### src/rtl/counter_seq_pkg.sv
// Shared encodings for the counter sequencer: command ops, count modes and FSM states.
package counter_seq_pkg;

    localparam logic [1:0] OP_NOP   = 2'b00;
    localparam logic [1:0] OP_START = 2'b01;
    localparam logic [1:0] OP_STOP  = 2'b10;
    localparam logic [1:0] OP_LOAD  = 2'b11;

    typedef enum logic [1:0] {
        MODE_ONESHOT  = 2'b00,
        MODE_PERIODIC = 2'b01,
        MODE_BOUNCE   = 2'b10
    } mode_e;

    typedef enum logic [1:0] {
        ST_IDLE  = 2'b00,
        ST_RUN   = 2'b01,
        ST_PAUSE = 2'b10,
        ST_DONE  = 2'b11
    } state_e;

    // The reserved encoding behaves as one-shot.
    function automatic mode_e decode_mode(input logic [1:0] raw);
        case (raw)
            2'b01:   return MODE_PERIODIC;
            2'b10:   return MODE_BOUNCE;
            default: return MODE_ONESHOT;
        endcase
    endfunction

endpackage

### src/rtl/updown_counter_dp.sv
// Up/down counter register; load has priority over a count step.
module updown_counter_dp #(
    parameter int WIDTH = 4
) (
    input  logic             clk,
    input  logic             rst,
    input  logic             en,
    input  logic             up,
    input  logic             load,
    input  logic [WIDTH-1:0] load_val,
    output logic [WIDTH-1:0] count
);

    always_ff @(posedge clk or negedge rst) begin
        if (!rst) begin
            count <= '0;
        end else if (load) begin
            count <= load_val;
        end else if (en) begin
            count <= up ? count + WIDTH'(1) : count - WIDTH'(1);
        end
    end

endmodule

### src/rtl/counter_sequencer.sv
// Command-driven sequencer for an up/down counter: one-shot, periodic and bounce modes.
module counter_sequencer
    import counter_seq_pkg::*;
#(
    parameter int WIDTH = 4
) (
    input  logic             clk,
    input  logic             rst,
    input  logic             cmd_valid,
    output logic             cmd_ready,
    input  logic [1:0]       cmd_op,
    input  logic [1:0]       cfg_mode,
    input  logic             cfg_dir,
    input  logic [WIDTH-1:0] cfg_limit,
    output logic [WIDTH-1:0] count,
    output logic             dir_o,
    output logic             busy,
    output logic             tc_pulse,
    output logic             done
);

    state_e           state_q, state_d;
    mode_e            mode_q, mode_d;
    logic             dir_q, dir_d;
    logic [WIDTH-1:0] limit_q, limit_d;

    logic             dp_en, dp_up, dp_load;
    logic [WIDTH-1:0] dp_load_val;
    logic             cmd_acc, step_ok, at_term;
    logic [WIDTH-1:0] start_val, term_val;

    assign cmd_acc   = cmd_valid & cmd_ready;
    assign start_val = dir_q ? '0 : limit_q;
    assign term_val  = dir_q ? limit_q : '0;
    assign at_term   = (count == term_val);
    // STOP and LOAD take the edge; START and NOP let a running counter keep stepping.
    assign step_ok   = (state_q == ST_RUN) &&
                       !(cmd_acc && (cmd_op == OP_STOP || cmd_op == OP_LOAD));

    always_ff @(posedge clk or negedge rst) begin
        if (!rst) begin
            state_q <= ST_IDLE;
            mode_q  <= MODE_ONESHOT;
            dir_q   <= 1'b1;
            limit_q <= '1;
        end else begin
            state_q <= state_d;
            mode_q  <= mode_d;
            dir_q   <= dir_d;
            limit_q <= limit_d;
        end
    end

    always_comb begin
        state_d     = state_q;
        mode_d      = mode_q;
        dir_d       = dir_q;
        limit_d     = limit_q;
        dp_en       = 1'b0;
        dp_up       = dir_q;
        dp_load     = 1'b0;
        dp_load_val = start_val;

        if (cmd_acc) begin
            case (cmd_op)
                OP_LOAD: begin
                    mode_d      = decode_mode(cfg_mode);
                    dir_d       = cfg_dir;
                    limit_d     = cfg_limit;
                    dp_load     = 1'b1;
                    dp_load_val = cfg_dir ? '0 : cfg_limit;
                    if (state_q == ST_DONE) state_d = ST_IDLE;
                end
                OP_START: begin
                    if (state_q == ST_IDLE || state_q == ST_PAUSE) begin
                        state_d = ST_RUN;
                    end else if (state_q == ST_DONE) begin
                        state_d = ST_RUN;
                        dp_load = 1'b1;
                    end
                end
                OP_STOP: begin
                    if (state_q == ST_RUN) begin
                        state_d = ST_PAUSE;
                    end else if (state_q == ST_PAUSE) begin
                        state_d = ST_IDLE;
                        dp_load = 1'b1;
                    end
                end
                default: ;
            endcase
        end

        if (step_ok) begin
            if (!at_term) begin
                dp_en = 1'b1;
            end else begin
                case (mode_q)
                    MODE_PERIODIC: dp_load = 1'b1;
                    MODE_BOUNCE: begin
                        // Turn around and take the first step the other way on the same edge.
                        dir_d = ~dir_q;
                        dp_up = ~dir_q;
                        dp_en = (limit_q != '0);
                    end
                    default: state_d = ST_DONE;
                endcase
            end
        end
    end

    always_comb begin
        cmd_ready = rst;
        busy      = (state_q == ST_RUN);
        done      = (state_q == ST_DONE);
        tc_pulse  = (state_q == ST_RUN) && at_term;
        dir_o     = dir_q;
    end

    updown_counter_dp #(
        .WIDTH (WIDTH)
    ) u_dp (
        .clk      (clk),
        .rst      (rst),
        .en       (dp_en),
        .up       (dp_up),
        .load     (dp_load),
        .load_val (dp_load_val),
        .count    (count)
    );

endmodule

### config.mk
export PLATFORM = sky130hd
export DESIGN_NAME = counter_sequencer
export DESIGN_NICKNAME = d
export VERILOG_FILES = /design/src/rtl/counter_seq_pkg.sv /design/src/rtl/updown_counter_dp.sv /design/src/rtl/counter_sequencer.sv
export SDC_FILE = /design/constraint.sdc
export NUM_CORES = 1
export LEC_CHECK = 0
export ABC_AREA = 1
export BUFFER_PORTS_ARGS = -buffer_cell sky130_fd_sc_hd__buf_2
export CAP_MARGIN = 20
export CORE_MARGIN = 1
export CORE_UTILIZATION = 48
export CTS_CLUSTER_SIZE = 14
export DETAILED_ROUTE_END_ITERATION = 7
export GPL_TIMING_DRIVEN = 0
export PLACE_DENSITY = 0.69
export SLEW_MARGIN = 10
export SYNTH_ARGS = -nofsm -noshare
export SYNTH_HDL_FRONTEND = slang
export SYNTH_SLANG_ARGS = --single-unit
### constraint.sdc
create_clock -name clk -period 2.9 [get_ports clk]
set_input_delay 0.145 -clock clk [delete_from_list [all_inputs] [get_ports clk]]
set_output_delay 0.145 -clock clk [all_outputs]
set_load 0.01 [all_outputs]
**After elaboration in Yosys (flattened, before gate mapping)**

Cells that the tools add are included.

- Register bits: 13
- Latch bits: 0
- Memory bits (writable): 0
- ROM bits: 0
- Input port bits: 12
- Output and inout port bits: 9
- Word-level logic and storage cells: 70
- Memories kept: 0

- Add/subtract/negate cells: 2
- $mul: 0
- Div/mod/pow operators: 0
- $lt $le $gt $ge: 0
- Equal/unequal tests: 11
- Shift-type cells: 0
- Multiplexer cells: 39
- Bitwise gates (word level): 2
- Reduce and logical (&&, ||, !) cells: 11

Operator list:

| cell | count |
|---|---|
| $mux 4 | 8 |
| $mux 1 | 19 |
| $mux 2 | 9 |
| $eq 2x2->1 const B | 6 |
| $eq 2x1->1 const B | 4 |
| $pmux 2 s3 | 1 |
| $add 4x1->4 const B | 1 |
| $eq 4x4->1 | 1 |
| $pmux 2 s2 | 1 |
| $reduce_bool 4->1 | 1 |
| $sub 4x1->4 const B | 1 |
| $logic_and 1x1->1 | 3 |
| $pmux 1 s3 | 1 |
| $logic_not 2->1 | 1 |
| $logic_or 1x1->1 | 2 |
| $reduce_and 2->1 | 1 |
| $reduce_bool 2->1 | 1 |
| $reduce_or 2->1 | 1 |
| $and 1x1->1 | 1 |
| $logic_not 1->1 | 1 |
| $not 1->1 | 1 |

**Longest topological paths before layout**

Gate-level depths: netlist of run 1.

- Depth after elaboration: 9
- Gate-level depth with buffers: 15
- Depth with buffers taken out: 14

**Modules after synthesis**

Synthesis of run 1 repeated with hierarchy kept, for this count alone.

- Cell total of the unflattened synthesis: 142
- Area total of the unflattened synthesis: 1097.3 µm²

Modules (own cells, without submodules):

| module | instances | cells each | area an instance (µm²) | seq. area each (µm²) |
|---|---|---|---|---|
| counter_sequencer | 1 | 105 | 805.8 | 231.5 |
| updown_counter_dp | 1 | 37 | 291.5 | 100.1 |

**Worst setup path before layout of run 1**

Ideal clock, no wire load.

- Path kind: flip-flop to flip-flop
- From: register dir_q (netlist: dir_o)
- To: register u_dp.count[2]
- Setup time: 0.082 ns
- Arrival time: 2.027 ns
- Setup slack: 0.791 ns
- Cell stages (with the launch flop): 15
- Period minus slack after synthesis: 2.109 ns
- Cell sequence: dfstp_2 -> buf_6 -> nand2_1 -> nand2_1 -> nand2_2 -> nor2_4 -> nand4_2 -> nand2_2 -> nand2_1 -> and2_4 -> ha_1 -> a21oi_1 -> xor2_1 -> nand2_1 -> a22oi_2

- Longest elaborated chain between the ends: 7
- Elaborated cells on any way between the ends: 17

RTL lines:

| item | line | RTL |
|---|---|---|
| start: declaration | counter_sequencer.sv:24 | `logic dir_q, dir_d;` |
| start signal: assignment | counter_sequencer.sv:49 | `dir_q <= dir_d;` |
| $mux 4 / $not 1->1 (equally long branches) | counter_sequencer.sv:34, counter_sequencer.sv:103 |  |
| $eq 4x4->1 / $mux 1 (equally long branches) | counter_sequencer.sv:35, counter_sequencer.sv:98 |  |
| $mux 1 | counter_sequencer.sv:95 | `if (!at_term) begin` |
| $mux 1 | counter_sequencer.sv:94 | `if (step_ok) begin` |
| $mux 4 | updown_counter_dp.sv:20 | `count <= up ? count + WIDTH'(1) : count - WIDTH'(1);` |
| $mux 4 | updown_counter_dp.sv:19 | `end else if (en) begin` |
| $mux 4 | updown_counter_dp.sv:17 | `end else if (load) begin` |
| end signal: assignment | updown_counter_dp.sv:18 | `count <= load_val;` |
| end signal: assignment | updown_counter_dp.sv:20 |  |
| end: declaration | updown_counter_dp.sv:11 | `output logic [WIDTH-1:0] count` |

Several ways; a longest one is shown, not always the timed one. The select of a mux whose other input is x is not followed.
A chain may end at the register's enable or synchronous reset.

**Worst setup path after layout of run 1**

- From: input rst
- To: register u_dp.count[2]

- Longest elaborated chain between the ends: 8
- Elaborated cells on any way between the ends: 15

RTL lines:

| item | line | RTL |
|---|---|---|
| start: declaration | counter_sequencer.sv:8 | `input logic rst,` |
| $and 1x1->1 * | counter_sequencer.sv:32 | `assign cmd_acc = cmd_valid & cmd_ready;` |
| $logic_and 1x1->1 | counter_sequencer.sv:38 | `!(cmd_acc && (cmd_op == OP_STOP \|\| cmd_op == OP_LOAD));` |
| $logic_not 1->1 | counter_sequencer.sv:38 |  |
| $logic_and 1x1->1 | counter_sequencer.sv:37 | `assign step_ok = (state_q == ST_RUN) &&` |
| $mux 1 | counter_sequencer.sv:94 |  |
| $mux 4 | updown_counter_dp.sv:20 |  |
| $mux 4 | updown_counter_dp.sv:19 |  |
| $mux 4 | updown_counter_dp.sv:17 |  |

Every way passes the cells marked *; elsewhere a longest branch is shown, timed or not. The select of a mux whose other input is x is not followed.

==> results of run 1 <==
## flip-flops by register name, indices dropped and copies added, names as in the netlist
name	cells
limit_q	4
dir_o	1
u_dp.count	4
mode_q	2
state_q	2
## layer usage
layer | wire length [um] | global-route usage [%] | up-vias
li1 | - | - | 528
met1 | 1100 | 30.5 | 460
met2 | 994 | 34.7 | 29
met3 | 100 | 3.77 | 8
met4 | 51 | 8.33 | 0
met5 | 0 | 0 | -
## logic make-up after synthesis
group | Yosys count
AND/OR/NAND/NOR | 73
AO/OA/AOI/OAI | 29
buffers and inverters | 28
flip-flops | 13
adder cells (fa/ha/maj) | 3
XOR/XNOR | 2
## final timing paths
kind,startpoint,end,slack (ns),cells past startpoint
min,cfg_mode[0],mode_q[1]$_DFFE_PN0P_,0.04,2
min in group asynchronous,rst,u_dp.count[2]$_DFFE_PN0P_,0.29,2
max reg2reg,dir_o$_DFF_PN1_,u_dp.count[2]$_DFFE_PN0P_,0.61,14
max in group asynchronous,rst,limit_q[1]$_DFFE_PN1P_,2.30,2
max,rst,u_dp.count[2]$_DFFE_PN0P_,0.52,15
min reg2reg,mode_q[1]$_DFFE_PN0P_,mode_q[1]$_DFFE_PN0P_,0.52,2
## layout make-up
type | count | area (um2) | share of cell area [%]
clock buffers | 4 | 26.3 | 2.16
well taps | 27 | 33.8 | 2.78
plain buffers | 3 | 22.5 | 1.86
multi-input cells | 107 | 596 | 49.1
flip-flops and latches | 13 | 332 | 27.3
inverters | 25 | 93.8 | 7.73
repair buffers | 21 | 110 | 9.07
## power groups by stage
| stage | Clock [W] | Combinational (W) | Sequential, W |
|---|---|---|---|
| 2_1_floorplan | 0 | 0.000453 | 0.000335 |
| 3_3_place_gp | 0 | 0.000586 | 0.000334 |
| 3_5_place_dp | 0 | 0.000601 | 0.000337 |
| 4_1_cts | 0.000120 | 0.000606 | 0.000333 |
| 5_1_grt | 0.000130 | 0.000687 | 0.000346 |
| 6_report | 0.000120 | 0.000603 | 0.000335 |
## per-stage QoR
step	hold WS [ns]	power, W	area (um2)	util [%]	worst slack (ns)
detailed placement	0.0805	0.000938	1180	58.8	0.655
global route	0.0541	0.00116	1210	60.6	0.320
global placement	0.0746	0.000921	1180	58.8	0.688
floorplan	-0.151	0.000788	1040	-	0.791
CTS	0.0452	0.00106	1210	60.6	0.486
finish	0.0417	0.00106	1210	60.6	0.515
## worst reg2reg max path: stages, from the launching register on
cell     delay, ns
dfstp_2       0.56
buf_6         0.14
nand2_1       0.06
nand2_1       0.05
nand2_1       0.08
nor2_4        0.13
nand4_2       0.14
nand2_2       0.15
nand2_1       0.08
and2_4        0.15
ha_1          0.17
a21oi_1       0.14
xor2_1        0.17
nand2_1       0.08
a22oi_2       0.13
## Yosys cell counts, types with 2 or more instances
master and instances:
a21oi_1 8, dfrtp_1 8, inv_2 2, inv_1 23, nand2_2 8, o21ai_0 14, nor2_2 3, xor2_1 2
nand2_1 33, nor2_4 3, nor2_1 6, o22ai_1 2, ha_1 3, nand3_2 2, nand3_1 13, dfstp_2 5
## timing repair
action,in CTS,in global routing
gates resized for setup,0,0
endpoints found under the setup margin,0,0
hold endpoints to repair,8,0
hold buffers,1,0
setup buffers,0,0
==> results.tsv, run 1 <==
metric	value	unit
run_status	finished, final reports clean	
die-area	0.00236	mm2
crit_path_max_incr_delay	0.52	ns
cts-buffers-inserted	3	
peakVddDrop	0.427	mV
tritoncts_clock_tree	done	
detailroute.via_count	1025	
worst_ep_arrival_time	2.59	ns
cts.clk_slew.worst_paths	0.09	ns
drt-vias-per-instance	5.13	
crit_type	primary input to register	
sequentialPowerShare	31.6	%
grt_max_degree	17	
final.setup.tns	0	ns
buffer_ports.inserted	20	
mappedNetlistNets	163	
post_synthesis_instance_total	148	
synth_top_area_cell	dfrtp_1	
drt_wl_total	2250	um
area_contributors_post_synth	dfrtp_1 (19%), dfstp_2 (13%), nand2_1 (12%)	
critical_path.endpoint_type	register	
setup.worst_path.start_class	primary input	
grt_pass1_vias	1011	
post-dp-hpwl	1750	um
drtIter0Drc	26	
critPathTopFamily	simple AND/OR/NAND/NOR gates	
crit_top_cell	nand2_1	
drv_slew	0	
finalWeightedCongestion	0.857	
yosys.area.top_type_share	19.2	%
mostFrequentLayoutCells	nand2_1 (33), inv_1 (23), buf_2 (20)	
grt_antenna_before_repair	0	
crit_path_top_delay_cell	dlygate4sd3_1	
clock_power_share	11.3	%
max_slew_margin	76.3	%
final_net_count	189	
cts-root-to-sink-buffers	2	
synth_xor_xnor_area_share	1.68	%
cp_cell_sequence	dlygate4sd3_1 -> buf_2 -> nand3_1 -> nand2_1 -> nor2_2 -> nand3_1 -> nand2_2 -> nand2_2 -> nand2_1 -> and2_4 -> ha_1 -> a21oi_1 -> xor2_1 -> nand2_1 -> a22oi_2	
die_width	48.6	um
final_worst_path_period_need	2.38	ns
cts_sinks	13	
async_reset_ff_share	100	%
most_frequent_standard_cell_in_the_layout_excluding_fill_and_tap_cells	nand2_1	
tightestPinTransition	0.356	ns
post_synth_fa_ha_maj_area_fraction	3.60	%
initial_core_util	52.1	%
pin_count	21	
synth_enable_flop_cells	0	
synth.mux.area_fraction	0	%
syn-cell-area	0.00104	mm2
max_clock_freq	419	MHz
core	0.00200	mm2
ys.flop_type	dfrtp_1	
globalRouteTotalUtil	22.2	%
power.internal	0.000549	W
final.fill_count	200	
total_leakage_power	0.628	nW
finalCritPeriodShare	82.2	%
drive_above_1_share	30.6	%
dpl.cell_count	195	
synth_seq_area_share	31.8	%
clock_insertion_delay_worst_skew	0.28	ns
grt_overflow_total	0	
post-route-drc-count	0	
power.share.combinational	57.0	%
synth_top_family_by_area	simple AND/OR/NAND/NOR gates	
grt_first_pass_wirelength	4110	um
p_per_area	871	mW/mm2
placement_rows	16	
fp.dieH	48.6	um
final-setup-viol-count	0	
firstDrtPassIters	5	
avgSynthCellArea	7.05	um2
diodes	0	
fin_skew	0.00180	ns
synthSimpleGateAreaFrac	36.2	%
cts.htree.levels	1	
synth_cell_types	29	
final_antenna_net_count	0	
routedWlPerCell	11.2	um
synth_compound_area_share	15.6	%
count_of_buffer_and_inverter_cells_on_the_critical_path	2	
setup_repair_after_global_routing_missed_its_margin	no	
min-delay-path-class	primary input to register	
hold_viol	0	
finalNonFillerCells	200	
switch_pwr	0.000508	W
timing.critical_path.fanout_max	16	
cts-root-buf	clkbuf_4	
ff_latch_count_synth	13	
areaGrowthSynthToFinish	16.3	%
synthesis.yosys.warnings	0	
timing.max_cap.violations	0	
worstPathRequired	3.11	ns
netSwitchingFraction	48.1	%
Power figures use the tool's default switching activity.
==> run 2: changes to the inputs <==
==> constraint.sdc (replaced) <==
create_clock -name clk -period 2.3 [get_ports clk]
set_input_delay 0.115 -clock clk [delete_from_list [all_inputs] [get_ports clk]]
set_output_delay 0.115 -clock clk [all_outputs]
set_load 0.01 [all_outputs]
==> run 2 against run 1 <==
The run now ends with setup timing left; die area did not move; combinational power rose by 51%; clock skew decreased by 0.00076 ns; wire length is 14% higher; global-route usage grew 0.87 points; via count is 7.6% higher; register-to-register slack worse by 0.62 ns; count of clock-buffer cells in the layout unchanged; non-clock buffer count up 7; cell count increased by 3.5%; sequential power up 32%; core utilization up 6.6 points; critical path type is now register to register; largest cell class unchanged; highest routed layer unchanged.
==> results.tsv, run 2 (synthesis gave the netlist of run 1 again) <==
metric	value	unit	change
run_status	finished, violations left		
violations	setup timing		
post-dp-hpwl	1750	um	unchanged
critPathTopFamily	simple AND/OR/NAND/NOR gates		
worstHoldPathCells	2		unchanged
sequentialPowerShare	29.4	%	-2.2 points
diodes	0		unchanged
firstDrtPassIters	4		-1
final_antenna_net_count	0		unchanged
clock_power_share	10.0	%	-1.3 points
worstSetupStartpoint	dir_o$_DFF_PN1_		
top_regs	limit_q (4), u_dp.count (4)		
drt-vias-per-instance	5.33		+4.0%
max_slew_margin	69.1	%	-7.2 points
grt_antenna_before_repair	0		unchanged
dpl.cell_count	195		unchanged
clock_insertion_delay_worst_skew	0.28	ns	about the same
final_worst_path_period_need	2.31	ns	
finalCritPeriodShare	100	%	
crit_path_top_delay_cell	dfstp_2		
post-route-drc-count	0		unchanged
total_leakage_power	0.672	nW	+7.1%
routedWlPerCell	12.4	um	+10%
final_net_count	196		+3.7%
setup_repair_after_global_routing_missed_its_margin	yes		
fin_skew	0.00104	ns	-0.000761 ns
most_frequent_standard_cell_in_the_layout_excluding_fill_and_tap_cells	nand2_1		
grt_first_pass_wirelength	4240	um	+3.2%
fin_hold_ws	0.0147	ns	-0.0270 ns
cts.clk_slew.worst_paths	0.08	ns	about the same
cts-root-buf	clkbuf_4		
cp_cell_sequence	buf_8 -> buf_6 -> nand3_1 -> nand2_2 -> nor2_4 -> nand3_2 -> nand2_2 -> nand2_4 -> nand2_2 -> and2_4 -> ha_4 -> a21oi_2 -> xor2_1 -> nand2_1 -> a22oi_2		
power.share.combinational	60.6	%	+3.6 points
timing.max_cap.violations	0		unchanged
core	0.00200	mm2	unchanged
mostFrequentLayoutCells	nand2_1 (27), inv_1 (23), buf_2 (20)		
die_width	48.6	um	unchanged
count_of_buffer_and_inverter_cells_on_the_critical_path	2		unchanged
tightestPinTransition	0.462	ns	+0.106 ns
worst_ep_arrival_time	2.51	ns	-0.08 ns
timing.rr.start	dir_o$_DFF_PN1_		
netSwitchingFraction	48.6	%	+0.50 points
grt_max_degree	11		-6
final.fill_count	182		-9.0%
die-area	0.00236	mm2	unchanged
initial_core_util	52.1	%	unchanged
grt_overflow_total	0		unchanged
min-delay-path-class	primary input to register		
detailroute.via_count	1103		+7.6%
power.internal	0.000772	W	+41%
drv_slew	0		unchanged
drive_above_1_share	38.9	%	+8.3 points
cts.htree.levels	1		unchanged
crit_path_max_incr_delay	0.57	ns	+0.05 ns
timing.critical_path.fanout_max	7		-9
switch_pwr	0.000729	W	+43%
drt_wl_total	2560	um	+14%
globalRouteTotalUtil	23.0	%	+0.87 points
depth_of_the_worst_register_to_register_path	15		+1
cts-buffers-inserted	3		unchanged
final-setup-viol-count	1		+1
areaGrowthSynthToFinish	29.0	%	
cts-root-to-sink-buffers	2		unchanged
crit_type	register to register		
max_clock_freq	433	MHz	
tritoncts_clock_tree	done		
finalWeightedCongestion	0.857		unchanged
p_per_area	1110	mW/mm2	+28%
worstPathRequired	2.51	ns	-0.60 ns
hold_viol	0		unchanged
crit_top_cell	nand2_2		
grt_pass1_vias	1024		+1.3%
peakVddDrop	0.552	mV	+29%
cp_num_cells	15		unchanged
hp-start	cfg_mode[0]		
drtIter0Drc	33		+27%
critical_path.endpoint_type	register		
setup.worst_path.start_class	register		
placement_rows	16		unchanged
finalNonFillerCells	207		+3.5%
cts_sinks	13		unchanged
buffer_ports.inserted	20		unchanged
fp.dieH	48.6	um	unchanged
pin_count	21		unchanged
layout_setup_ws	-0.00702	ns	-0.522 ns
[run 2: layout make-up]
type	instances	area (um2)	share of cell area [%]
tap	27	33.8	2.51
timing repair buffer	28	169	12.5
inverter	25	93.8	6.97
buffer	3	26.3	1.95
clock buffer	4	26.3	1.95
multi-input combinational	107	666	49.4
sequential	13	332	24.6
[run 2: final timing paths]
path,endpoint,slack (ns)
max in group asynchronous,mode_q[1]$_DFFE_PN0P_,0.96
hold reg to reg,mode_q[1]$_DFFE_PN0P_,0.52
hold / removal,mode_q[1]$_DFFE_PN0P_,0.01
setup reg to reg,u_dp.count[2]$_DFFE_PN0P_,-0.007
setup / recovery,u_dp.count[2]$_DFFE_PN0P_,-0.007
min in group asynchronous,limit_q[3]$_DFFE_PN1P_,0.44
[run 2: layer usage]
layer	global-route usage [%]	up-vias	part of all wire, %
li1	-	541	-
met4	8.82	0	2.1
met3	4.09	9	5.5
met2	36.3	37	47
met1	31.3	516	45
met5	0	-	0
[run 2: worst register-to-register path, cell delays in order (launching register included)]
cell and delay (ns):
dfstp_2 0.57, buf_8 0.14, buf_6 0.12, nand3_1 0.12
nand2_2 0.10, nor2_4 0.05, nand3_2 0.07, nand2_2 0.10
nand2_4 0.10, nand2_2 0.05, and2_4 0.17, ha_4 0.15
a21oi_2 0.11, xor2_1 0.16, nand2_1 0.08, a22oi_2 0.15
[run 2: power by group through the flow]
stage,sequential (W),combinational [W],clock [W]
after detailed placement,0.000424,0.000758,0
after CTS,0.000420,0.000766,0.000152
after floorplan,0.000422,0.000571,0
final,0.000441,0.000910,0.000150
after global placement,0.000421,0.000739,0
after global routing,0.000454,0.00101,0.000164
[run 2: per-stage QoR]
| step | power (W) | setup slack (ns) | util [%] | setup TNS (ns) | area (um2) |
|---|---|---|---|---|---|
| after floorplan | 0.000993 | 0.191 | - | 0 | 1040 |
| final | 0.00150 | -0.00702 | 67.3 | -0.00702 | 1350 |
| after global routing | 0.00163 | -0.105 | 67.3 | -0.105 | 1350 |
| after detailed placement | 0.00118 | 0.0553 | 58.8 | 0 | 1180 |
| after global placement | 0.00116 | 0.0876 | 58.8 | 0 | 1180 |
| after CTS | 0.00134 | 0.0205 | 61.1 | 0 | 1220 |
[run 2: timing repair]
item / 4_1_cts / 5_1_grt
gates resized for setup: 0 / 18
endpoints found under the setup margin: 0 / 2
hold endpoints to repair: 8 / 0
hold buffers: 2 / 0
setup buffers: 0 / 6
